--- config.mk ---
export PLATFORM = sky130hd
export DESIGN_NAME = lml_exec_unit
export DESIGN_NICKNAME = d
export VERILOG_FILES = /design/src/rtl/lml_pkg.sv /design/src/rtl/lml_logic_core.sv /design/src/rtl/lml_exec_unit.sv
export SDC_FILE = /design/constraint.sdc
export NUM_CORES = 1
export LEC_CHECK = 0
export ABC_CLOCK_PERIOD_IN_PS = 7200
export CAP_MARGIN = 20
export CORE_ASPECT_RATIO = 1.4
export CORE_UTILIZATION = 50
export CTS_CLUSTER_DIAMETER = 50
export DETAILED_ROUTE_END_ITERATION = 6
export PLACE_DENSITY = 0.8
export SYNTH_ARGS = -nofsm -noshare
export SYNTH_HDL_FRONTEND = slang
export SYNTH_SLANG_ARGS = --single-unit
--- constraint.sdc ---
create_clock -name clk -period 7.2 [get_ports clk]
set_clock_uncertainty 0.15 [all_clocks]
set_input_delay 1.08 -clock clk [delete_from_list [all_inputs] [get_ports clk]]
set_output_delay 1.08 -clock clk [all_outputs]
set_load 0.02 [all_outputs]
--- src/rtl/lml_pkg.sv ---
// ============================================================================
// Module   : lml_pkg
// Brief    : Opcode encodings and queue sizing shared by the LML execution unit.
// Revision : 1.0
// ============================================================================
`default_nettype none

package lml_pkg;

  localparam int OP_W        = 4;
  localparam int QUEUE_DEPTH = 2;

  localparam logic [OP_W-1:0] OP_MOVE   = 4'd0;
  localparam logic [OP_W-1:0] OP_LOAD   = 4'd1;
  localparam logic [OP_W-1:0] OP_LOADHI = 4'd2;
  localparam logic [OP_W-1:0] OP_AND    = 4'd3;
  localparam logic [OP_W-1:0] OP_OR     = 4'd4;
  localparam logic [OP_W-1:0] OP_XOR    = 4'd5;
  localparam logic [OP_W-1:0] OP_NOT    = 4'd6;
  localparam logic [OP_W-1:0] OP_NAND   = 4'd7;
  localparam logic [OP_W-1:0] OP_NOR    = 4'd8;
  localparam logic [OP_W-1:0] OP_XNOR   = 4'd9;

  // Everything above the last defined opcode is reserved.
  function automatic logic op_is_legal(input logic [OP_W-1:0] op);
    return (op <= OP_XNOR);
  endfunction

endpackage

`default_nettype wire

--- src/rtl/lml_logic_core.sv ---
// ============================================================================
// Module   : lml_logic_core
// Brief    : Combinational load/move/logic result selector with illegal-op flag.
// Revision : 1.0
// ============================================================================
`default_nettype none

module lml_logic_core
  import lml_pkg::*;
#(
  parameter int WIDTH = 32
) (
  input  logic [OP_W-1:0]  op,
  input  logic [WIDTH-1:0] a,
  input  logic [WIDTH-1:0] b,
  output logic [WIDTH-1:0] value,
  output logic             err
);

  localparam int c_HALF = WIDTH / 2;

  always_comb begin
    value = '0;
    err   = !op_is_legal(op);
    case (op)
      OP_MOVE:   value = a;
      OP_LOAD:   value = b;
      OP_LOADHI: value = {b[c_HALF-1:0], a[c_HALF-1:0]};
      OP_AND:    value = a & b;
      OP_OR:     value = a | b;
      OP_XOR:    value = a ^ b;
      OP_NOT:    value = ~a;
      OP_NAND:   value = ~(a & b);
      OP_NOR:    value = ~(a | b);
      OP_XNOR:   value = ~(a ^ b);
      default:   value = '0;
    endcase
  end

endmodule

`default_nettype wire

--- src/rtl/lml_exec_unit.sv ---
// ============================================================================
// Module   : lml_exec_unit
// Brief    : Pipelined LML execution unit with a 2-entry result queue and
//            saturating retired-op counter.
// Revision : 1.0
// ============================================================================
`default_nettype none

module lml_exec_unit
  import lml_pkg::*;
#(
  parameter int WIDTH = 32,
  parameter int TAG_W = 4,
  parameter int CNT_W = 16
) (
  input  logic             clk,
  input  logic             rst,
  input  logic             in_valid,
  output logic             in_ready,
  input  logic [OP_W-1:0]  in_op,
  input  logic [WIDTH-1:0] in_a,
  input  logic [WIDTH-1:0] in_b,
  input  logic [TAG_W-1:0] in_tag,
  output logic             out_valid,
  input  logic             out_ready,
  output logic [WIDTH-1:0] out_value,
  output logic [TAG_W-1:0] out_tag,
  output logic             out_err,
  output logic             busy,
  output logic [CNT_W-1:0] op_count
);

  logic [WIDTH-1:0] w_value;
  logic             w_err;
  logic             w_push;
  logic             w_pop;
  logic             w_empty;

  logic [1:0]       r_count;
  logic             r_wr_ptr;
  logic             r_rd_ptr;
  logic [CNT_W-1:0] r_op_count;
  logic [WIDTH-1:0] r_value [QUEUE_DEPTH];
  logic [TAG_W-1:0] r_tag   [QUEUE_DEPTH];
  logic             r_err   [QUEUE_DEPTH];

  lml_logic_core #(
    .WIDTH (WIDTH)
  ) u_core (
    .op    (in_op),
    .a     (in_a),
    .b     (in_b),
    .value (w_value),
    .err   (w_err)
  );

  // Ready looks only at registered occupancy so out_ready never reaches in_ready.
  assign in_ready  = (r_count < 2'(QUEUE_DEPTH)) && !rst;
  assign w_empty   = (r_count == 2'd0);
  assign out_valid = !w_empty;
  assign busy      = !w_empty;
  assign w_push    = in_valid && in_ready;
  assign w_pop     = out_valid && out_ready;

  assign out_value = w_empty ? '0 : r_value[r_rd_ptr];
  assign out_tag   = w_empty ? '0 : r_tag[r_rd_ptr];
  assign out_err   = w_empty ? 1'b0 : r_err[r_rd_ptr];
  assign op_count  = r_op_count;

  always_ff @(posedge clk) begin
    if (rst) begin
      r_count    <= 2'd0;
      r_wr_ptr   <= 1'b0;
      r_rd_ptr   <= 1'b0;
      r_op_count <= '0;
    end else begin
      if (w_push) r_wr_ptr <= ~r_wr_ptr;
      if (w_pop)  r_rd_ptr <= ~r_rd_ptr;
      case ({w_push, w_pop})
        2'b10:   r_count <= r_count + 2'd1;
        2'b01:   r_count <= r_count - 2'd1;
        default: r_count <= r_count;
      endcase
      if (w_pop && (r_op_count != '1)) r_op_count <= r_op_count + 1'b1;
    end
  end

  // Payload storage needs no reset: reads are masked while the queue is empty.
  always_ff @(posedge clk) begin
    if (w_push) begin
      r_value[r_wr_ptr] <= w_value;
      r_tag[r_wr_ptr]   <= in_tag;
      r_err[r_wr_ptr]   <= w_err;
    end
  end

endmodule

`default_nettype wire

==> Yosys cells after proc, flatten, opt, wreduce, memory -nomap -nowiden <==
Memories as Yosys holds them, arrays and structs flattened. A register that Yosys moved wholly into a read port is not among the register bits.
Index checks and enable logic that the tools add are counted.
{ "word_totals": {"memories": 3, "out_inout_bits": 56, "elab_cells": 56, "input_bits": 76, "ff_bits": 20, "ram_bits": 74} }
{ "mem_list": {"columns": ["name", "depth", "word_bits", "read_ports", "rd_ports_with_merged_regs", "write_ports", "line", "text"], "rows": [
  ["r_value", 2, 32, 1, 1, 1, "lml_exec_unit.sv:43", "logic [WIDTH-1:0] r_value [QUEUE_DEPTH];"],
  ["r_tag", 2, 4, 1, 1, 1, "lml_exec_unit.sv:44", "logic [TAG_W-1:0] r_tag [QUEUE_DEPTH];"],
  ["r_err", 2, 1, 1, 1, 1, "lml_exec_unit.sv:45", "logic r_err [QUEUE_DEPTH];"]
]} }
{ "classes": {"reduce_logical": 10, "bitwise_logic": 9, "n_eq_ne": 12, "n_addsub": 3, "n_lt_le_gt_ge": 2, "mux": 13} }
{ "ops": {"columns": ["operator", "n"], "rows": [
  ["32-bit case mux with 10 select lines", 1],
  ["32-bit inverter", 4],
  ["32-bit AND", 1],
  ["32-bit two-way mux", 1],
  ["32-bit bitwise OR", 1],
  ["32-bit XOR", 1],
  ["16-bit by 1-bit adder with 16-bit output (second input constant)", 1],
  ["4-bit by 3-bit equality test with 1-bit output (second input constant)", 4],
  ["16-bit inequality test (second input constant)", 1],
  ["1-bit two-way mux", 9],
  ["4-bit by 2-bit equality test with 1-bit output (second input constant)", 2],
  ["4-bit equality test (second input constant)", 2],
  ["4-bit by 1-bit equality test with 1-bit output (second input constant)", 1],
  ["4-bit less-or-equal comparator (second input constant)", 1],
  ["1-bit logical AND", 4],
  ["4-bit zero test", 1],
  ["4-bit two-way mux", 1],
  ["2-bit case mux with 2 select lines", 1],
  ["1-bit zero test", 3],
  ["2-bit by 1-bit adder with 2-bit output (second input constant)", 1],
  ["2-bit by 1-bit equality test with 1-bit output (second input constant)", 1],
  ["2-bit equality test (second input constant)", 1],
  ["2-bit zero test", 1],
  ["2-bit < comparator (second input constant)", 1],
  ["3 further kinds", 4]
]} }

==> Depth between registers and ports, before layout <==
Gate-level depths: netlist (run 1).
{ "depth": {"ltp_word": 5, "depth_mapped": 8, "mapped_depth_nobuf": 7} }

==> Modules after synthesis <==
From an unflattened synthesis (run 1), not the netlist that was laid out.
{ "unflattened": {"hier_cells": 797, "area_unflattened_um2": 7709.9} }
{ "by_module_without_submodules": {"columns": ["mod", "cells_each", "seq_area_each_um2", "area_each_um2", "instances"], "rows": [
  ["lml_exec_unit", 293, 2642.5, 3943.8, 1],
  ["lml_logic_core", 504, 0.0, 3766.1, 1]
]} }

==> Least setup slack after synthesis (run 1) <==
No wires, ideal clock.
{ "synth_timing": {"kind": "input to register", "start": "in rst", "end": "mem r_err[0] (enable)", "cell_stages": 3, "setup_slack_ps": 3434, "arrival_time_ps": 3184, "required_ps": 6619, "setup_time_ps": 431, "path_buffers": 0, "cell_sequence": "nor2_1 > nand2_1 > nor2_1"} }
{ "synth_between": {"elab_chain_cells": 5} }
{ "synth_lines": {"columns": ["item", "line", "text"], "rows": [
  ["start, declared", "lml_exec_unit.sv:17", "input logic rst,"],
  ["1-bit zero test", "lml_exec_unit.sv:58", "assign in_ready = (r_count < 2'(QUEUE_DEPTH)) && !rst;"],
  ["1-bit logical AND", "lml_exec_unit.sv:58", null],
  ["1-bit logical AND", "lml_exec_unit.sv:62", "assign w_push = in_valid && in_ready;"],
  ["1-bit two-way mux", "lml_exec_unit.sv:90", "if (w_push) begin"],
  ["1-bit two-way mux (implied by the code)", "lml_exec_unit.sv:93", "r_err[r_wr_ptr] <= w_err;"],
  ["end, declared", "lml_exec_unit.sv:45", null]
]} }
No other way between the ends.

==> Worst setup path in the final report (run 1) <==
{ "layout_timing": {"start": "in rst", "end": "out in_ready"} }
{ "layout_between": {"elab_chain_cells": 2} }
{ "layout_lines": {"columns": ["item", "line", "text"], "rows": [
  ["1-bit zero test", "lml_exec_unit.sv:58", null],
  ["1-bit logical AND", "lml_exec_unit.sv:58", null],
  ["end, declared", "lml_exec_unit.sv:19", "output logic in_ready,"]
]} }
No other way between the ends.

==> results.toml, run 1 <==
[setup_path]
worstPathRequired_ps = 5970
critical_path_class = "in2out"
setup.worst_path.end_class = "output pin"
cp_max_fo = 22
critPathLaunchType = "input port"
crit_arrival_ps = 2850

[clock_tree]
cts_tree = "built"
clkLatencyLatePin_ps = 340
cts_buffers = 9
clkSlewWorstSetupHoldPaths_ps = 70
cts_sinks = 95
htreeDepth = 3
clockBufferDepth = 2
cts_hold_buf = 0
clock-root-buffer = "clkbuf_16"
postCtsSetupBuffers = 0
post_cts_resized = 0

[worst_hold_path]
hold_path_class = "reg2reg"

[power]
leakagePower_nw = 3.505
ir_worst_vdd_uv = 226.8
cellPowerDensity_nw_per_um2 = 223.4

[grt]
grt_overflow = 0
antenna_found_initial = 0
grtUsageTotal_pct = 25.79
grt_pass1_wl_mm = 30.42
grt_pass1_vias = 6014
grt_max_degree = 72

[detailed_routing]
wl_per_cell_um = 17.78
dr.first_iter.drc_count = 569
via_count = 6540
remaining_drc_errors = 0
drt_pass1_iterations = 6
viasPerCell = 5.978
drt-total-wl_mm = 19.45
ant_nets = 0

[floorplan]
dieWidth_um = 104.0
io_pins = 132
die_h_um = 144.8
dieArea_um2 = 15060
core_area_um2 = 14040
num_rows = 51
start_util_pct = 51.87

[yosys]
synth_top_area_share_pct = 30.52
avgSynthCellArea_um2 = 9.024
synth_cells = 807
yosys.cell_types.count = 58
synth_flop_cell = "edfxtp_1"
syn_nets = 949
ys_top_cells_by_area = "edfxtp_1, ha_1, mux2i_1, dfxtp_1, nor2_1"
yosysSeqAreaShare_pct = 36.29
syn-cell-area_um2 = 7282
synth-edff-count = 74
postSynth.asyncResetShare_pct = 0
yosysWarnings = 0
yosys.area.top_type = "edfxtp_1"
ys_ff_latch = 95

[sta]
fin_hold_ws_ps = 359.8
hold_viol_final = 0
tightestPinTransition_ps = 1039
slew_violations = 0
fin_setup_tns_ps = 0
finalCritPeriodShare_pct = 56.69
setup_ws_ps = 3118
period_needed_ps = 4082
setup_viol = 0
slew_headroom_pct = 30.60
rsz0062_at_grt = "no"
max_freq_mhz = 245.0

[cells_and_area]
diodes = 0
area_growth_pct = 23.68
finalCoreUtilization_pct = 64.15
final_cell_mix = "clkdlybuf4s50_1, nor2_1, edfxtp_1, inv_1, ha_1"
layout_commonest_cell = "clkdlybuf4s50_1"
drive_gt1_share_pct = 4.400
nets = 1046

[place]
portBuffers = 131
post-place-ws_ps = 3077
gp_congestion = 0.9136
dpl.hpwl_mm = 13.67

[run_status]
status = "finished, final reports clean"

[flow_run]
cap_violations = 0
[worst max-delay path, stage by stage]
cell and delay (ps):
clkdlybuf4s50_1 810, nor2_1 320, clkdlybuf4s50_1 640
[cells in the mapped netlist, types with 17 or more instances]
cell type,instances
nor2_1,106
mux2i_1,52
inv_1,69
a22oi_1,19
o21ai_0,30
clkbuf_1,24
edfxtp_1,74
xor2_1,27
o221ai_1,18
a21oi_1,53
xnor2_1,17
dfxtp_1,21
nand2_1,52
ha_1,66
buf_2,26
[cell type report]
| cell class | instances | area [µm²] |
|---|---|---|
| fill | 1157 | 5032 |
| multi-input combinational | 587 | 4148 |
| sequential | 95 | 2644 |
| timing repair buffer | 141 | 1384 |
| inverter | 70 | 262.8 |
| tap | 185 | 231.5 |
| clock buffer | 9 | 225.2 |
| clock inverter | 7 | 111.4 |
[cell families (layout without fill, tap and decap cells)]
| kind of cell | after synthesis | in the layout | share of synthesized area (%) |
|---|---|---|---|
| simple gates | 222 | 222 | 13.95 |
| compound gates | 203 | 203 | 19.04 |
| buf+inv | 125 | 227 | 6.942 |
| flops | 95 | 95 | 36.29 |
| fa+ha+maj | 66 | 66 | 11.34 |
| mux | 52 | 52 | 7.148 |
| xor+xnor | 44 | 44 | 5.292 |
[per-stage QoR]
| step | cells | total power [mW] | area (µm²) |
|---|---|---|---|
| after floorplan | 807 | 1.157 | 7282 |
| after detailed placement | 1077 | 1.486 | 8650 |
| final | 1094 | 2.012 | 9006 |
| after global placement | 1077 | 1.473 | 8650 |
| after CTS | 1093 | 2.016 | 8986 |
| after global routing | 1094 | 2.107 | 9006 |
[power breakdown]
part / switching (mW) / internal, mW / total [mW] / leakage [nW]
clock: 0.199 / 0.337 / 0.536 / 0.164
combinational: 0.460 / 0.350 / 0.810 / 2.48
sequential: 0.0196 / 0.646 / 0.666 / 0.860
[state kept, by name, indices dropped and copies added, names as in the netlist, named ones only]
signal and cells:
r_err 2, r_rd_ptr 1, r_tag 8, r_count 2, op_count 16, r_wr_ptr 1, r_value 64
[path summary, 6_finish.rpt]
path               startpoint            to  slack [ps]  depth (start not counted)
setup reg to reg  op_count[8]  op_count[13]        5160                          5
hold reg to reg      r_rd_ptr      r_rd_ptr         360                          2
hold / removal       r_rd_ptr      r_rd_ptr         360                          2
setup / recovery          rst      in_ready        3120                          3
[metal layers]
| layer | vias to the layer above | global-route usage, % | share of wire [%] | wire length (µm) |
|---|---|---|---|---|
| met5 | - | 0 | 0 | 0 |
| met4 | 0 | 14.96 | 4.9 | 953 |
| met3 | 59 | 3.941 | 8.1 | 1584 |
| met2 | 358 | 43.72 | 48 | 9292 |
| met1 | 3020 | 31.38 | 39 | 7617 |
| li1 | 3103 | - | - | - |
(Power assumes the default switching activity.)
==> inputs of run 2 (changes only) <==
ABC_CLOCK_PERIOD_IN_PS = 3300   (was 7200)
CORE_UTILIZATION = 49   (was 50)
PLACE_DENSITY = 0.81   (was 0.8)
clock period = 3.3 ns   (was 7.2 ns; I/O delays follow)
==> run 2 against run 1 <==
Sequential cell count did not move. Count of clock-buffer cells in the layout unchanged. First-iteration DRC count is 3.0% higher. Routed wire length is 0.79% lower. Clock power up 92%. Largest cell class unchanged.
==> results.toml, run 2 (synthesized netlist as in run 1, its figures left out) <==
[floorplan]
core_area_um2 = 14510
die_h_um = 146.2
num_rows = 52
dieWidth_um = 105.0
start_util_pct = 50.19
dieArea_um2 = 15360
io_pins = 132

[setup_path]
critPathBufInv = 2
worstReg2RegEnd = "op_count[12]"
cp_max_fo = 25
slowest_delay_ps = 610
cp_cell_sequence = "buf_12 > mux2i_1 > nor2_1 > clkdlybuf4s50_1"
critical_path_class = "reg2out"
r2r_slack_ps = 1260
worstPathRequired_ps = 2650
cp_top_family = "buffers and inverters"
r2r_start = "op_count[0]"
setup.worst_path.end_class = "output pin"
crit_arrival_ps = 2130
worstSetupEndpoint = "out_value[22]"
cp_slowest_cell = "dfxtp_2"
cp_num_cells = 4
critPathLaunchType = "flip-flop"
reg2regPathDepth = 6

[cells_and_area]
drive_gt1_share_pct = 6.452
multiInputGateArea_um2 = 4145
nets = 1067
seqCellArea_um2 = 2644
regMostFlops = "r_value"
diodes = 0
layout_commonest_cell = "clkdlybuf4s50_1"
final_cell_mix = "clkdlybuf4s50_1, nor2_1, edfxtp_1, inv_1, ha_1"
finalCoreUtilization_pct = 62.90
fillers = 1182
area_growth_pct = 25.33
largest_reg_flops = 64

[power]
pwr-share-clk_pct = 24.1
power.internal_mw = 2.781
combinationalPowerShare_pct = 41.2
ir_worst_vdd_uv = 318.1
cellPowerDensity_nw_per_um2 = 466.6
switching_power_mw = 1.477
sequentialPowerShare_pct = 34.7
sw_frac_of_total_pct = 34.69
leakagePower_nw = 3.578

[sta]
slew_headroom_pct = 61.10
tightestPinTransition_ps = 579.2
hold_viol_final = 0
max_freq_mhz = 361.0
fin_setup_tns_ps = 0
slew_violations = 0
rsz0062_at_grt = "no"
finalCritPeriodShare_pct = 83.95
period_needed_ps = 2770
setup_viol = 0

[clock_tree]
htreeDepth = 3
post_cts_resized = 0
clock-root-buffer = "clkbuf_16"
cts_tree = "built"
clkSlewWorstSetupHoldPaths_ps = 70
cts_buffers = 9
cts_hold_buf = 0
clkLatencyLatePin_ps = 340
clockBufferDepth = 2
cts_sinks = 95
postCtsSetupBuffers = 0

[grt]
antenna_found_initial = 0
grtUsageTotal_pct = 24.94
grt_pass1_wl_mm = 30.10
grt_pass1_vias = 5936
grt_max_degree = 39
grt_overflow = 0

[detailed_routing]
via_count = 6491
wl_per_cell_um = 17.24
dr.first_iter.drc_count = 586
viasPerCell = 5.801
ant_nets = 0
drt-total-wl_mm = 19.29
drt_pass1_iterations = 6
remaining_drc_errors = 0

[place]
portBuffers = 131
dpl.hpwl_mm = 14.29
gp_congestion = 0.9807

[run_status]
status = "finished, final reports clean"

[flow_run]
cap_violations = 0

[worst_hold_path]
hold_path_class = "reg2reg"
[run 2: cell count changes in the layout (fill, tap and decap cells not counted)]
cell        previous run  this run
nor2_2                 2         1
nor2_1               103       104
clkinvlp_4             0         3
bufinv_16              3         1
inv_8                  0         1
clkinv_4               1         0
buf_4                  9        30
clkinv_2               1         0
[run 2: worst min-delay path, delay by kind of cell (launching register included)]
kind                      cells  cell delay [ps]
DFF                           1              320
xor gates and xnor gates      1               80
and+or+nand+nor               1               80
[run 2: cell type report]
type                       count  share of cell area [%]
multi-input combinational    587                   45.42
sequential                    95                   28.97
timing repair buffer         162                   16.89
inverter                      70                   2.879
tap                          189                   2.591
clock buffer                   9                   2.468
clock inverter                 7                  0.7815
[run 2: layer usage]
layer  global-route usage [%]  vias up  wire length, µm
li1                         -     3136                -
met1                    31.20     2955             7802
met2                    41.82      335             9386
met3                    3.884       65             1288
met4                    12.25        0              817
met5                        0        -                0
[run 2: worst min-delay path by stage]
stage | start | end | cells past startpoint
after floorplan | r_rd_ptr | flip-flop | 2
after global placement | r_rd_ptr | r_rd_ptr | 2
after detailed placement | r_rd_ptr | r_rd_ptr | 2
after CTS | r_rd_ptr | flip-flop | 2
after global routing | r_rd_ptr | r_rd_ptr | 2
final | r_rd_ptr | flip-flop | 2
[run 2: through the flow]
| stage | instances | hold WS [ps] | setup slack (ps) | instance area (µm²) | power [mW] |
|---|---|---|---|---|---|
| after detailed placement | 1103 | 340.4 | 620.5 | 8830 | 3.258 |
| after global routing | 1119 | 381.3 | 419.1 | 9126 | 4.454 |
| after floorplan | 807 | 322.5 | 119.2 | 7282 | 2.524 |
| after CTS | 1119 | 366.2 | 465.6 | 9126 | 4.277 |
| after global placement | 1103 | 335.6 | 616.5 | 8830 | 3.238 |
| final | 1119 | 360.5 | 529.7 | 9126 | 4.259 |
[run 2: power by group through the flow]
| stage | clock network [mW] | logic (mW) | registers, mW |
|---|---|---|---|
| final | 1.03 | 1.75 | 1.48 |
| after global routing | 1.08 | 1.89 | 1.49 |
| after CTS | 1.04 | 1.76 | 1.48 |
| after detailed placement | 0 | 1.75 | 1.51 |
| after global placement | 0 | 1.74 | 1.50 |
| after floorplan | 0 | 1.05 | 1.47 |
==> inputs of run 3 (changes only) <==
ABC_CLOCK_PERIOD_IN_PS = 2700   (was 3300)
CORE_UTILIZATION = 50   (was 49)
PLACE_DENSITY = 0.8   (was 0.81)
clock period = 2.7 ns   (was 3.3 ns; I/O delays follow)
==> run 3 against run 2 <==
Sequential cell count unchanged. Combinational power up 29%. Clock power up 33%. Register-to-register slack lost 640 ps.
==> results.toml, run 3 (synthesized netlist as in run 1, its figures left out) <==
[run_status]
status = "finished, final reports clean"

[detailed_routing]
remaining_drc_errors = 0
via_count = 6545
viasPerCell = 5.818
wl_per_cell_um = 17.40
drt-total-wl_mm = 19.58
dr.first_iter.drc_count = 589
ant_nets = 0
drt_pass1_iterations = 6

[sta]
hold_viol_final = 0
slew_headroom_pct = 59.65
max_freq_mhz = 398.1
finalCritPeriodShare_pct = 93.04
tightestPinTransition_ps = 600.8
slew_violations = 0
fin_setup_tns_ps = 0
setup_viol = 0
rsz0062_at_grt = "no"
fin_hold_ws_ps = 369.9
period_needed_ps = 2512

[floorplan]
dieWidth_um = 104.0
dieArea_um2 = 15060
die_h_um = 144.8
start_util_pct = 51.87
io_pins = 132
num_rows = 51
core_area_um2 = 14040

[worst_hold_path]
hold_path_class = "reg2reg"

[setup_path]
critPathLaunchType = "flip-flop"
cp_top_family = "buffers and inverters"
cp_cell_sequence = "buf_12 > mux2i_1 > nor2_1 > clkdlybuf4s50_1"
cp_max_fo = 37
slowest_delay_ps = 540
worstPathRequired_ps = 2140
crit_arrival_ps = 1960
critical_path_class = "reg2out"
setup.worst_path.end_class = "output pin"
cp_slowest_cell = "clkdlybuf4s50_1"
critPathBufInv = 2

[cells_and_area]
largest_reg_flops = 64
nets = 1077
regMostFlops = "r_value"
seqCellArea_um2 = 2644
layout_commonest_cell = "clkdlybuf4s50_1"
drive_gt1_share_pct = 7.660
area_growth_pct = 27.49
layoutNonFillerInstCount = 1125
diodes = 0
multiInputGateArea_um2 = 4145
final_cell_mix = "clkdlybuf4s50_1, nor2_1, edfxtp_1, inv_1, ha_1"
fillers = 1155

[power]
cellPowerDensity_nw_per_um2 = 581.2
leakagePower_nw = 3.669
ir_worst_vdd_uv = 549.7
p_total_mw = 5.396

[place]
portBuffers = 131
gp_congestion = 0.9130
dpl.cell_count = 1109
dpl.hpwl_mm = 14.36

[clock_tree]
htreeDepth = 3
clock-root-buffer = "clkbuf_16"
clkLatencyLatePin_ps = 340
clockBufferDepth = 2
cts_hold_buf = 0
cts_sinks = 95
postCtsSetupBuffers = 0
cts_tree = "built"
clkSlewWorstSetupHoldPaths_ps = 70
cts_buffers = 9
post_cts_resized = 0

[grt]
grt_overflow = 0
grt_max_degree = 39
antenna_found_initial = 0
grtUsageTotal_pct = 26.00
grt_pass1_vias = 6218
grt_pass1_wl_mm = 30.65

[flow_run]
cap_violations = 0
## run 3: power by group
part           internal, mW  switching, mW  total [mW]
sequential             1.72         0.0536        1.78
clock                 0.815          0.551        1.37
combinational          1.01           1.25        2.25
## run 3: area by class of cell
class	instances	area share, %
inverters	70	2.830
flip-flops and latches	95	28.48
well taps	185	2.493
clock inverters	7	1.038
clock buffers	9	2.426
repair buffers	172	18.09
multi-input cells	587	44.65
## run 3: path summary, 6_finish.rpt
check,startpoint,to,slack (ps),cells past startpoint
setup reg to reg,op_count[0],op_count[12],620,6
hold / removal,r_rd_ptr,flip-flop,370,2
hold reg to reg,r_rd_ptr,flip-flop,370,2
setup / recovery,flip-flop,out_value[10],190,4
## run 3: per-stage QoR
step	setup WS, ps	util, %	cell area, µm²
6_report	188.0	66.13	9284
5_1_grt	119.0	66.13	9284
2_1_floorplan	216.2	-	7284
3_5_place_dp	159.7	63.84	8962
4_1_cts	156.5	66.13	9284
3_3_place_gp	232.5	63.84	8962
## run 3: tightest hold or removal path: cells and delay by family (launching register included)
kind | cells | cell delay [ps]
simple gates | 1 | 80
flops | 1 | 330
xor+xnor | 1 | 80
## run 3: per-layer routing
layer	up-vias	global-route usage (%)	part of all wire [%]
met5	-	0	0
met4	0	17.89	5.5
met3	63	2.597	7.2
met2	334	44.25	49
met1	2992	31.30	39
li1	3156	-	-
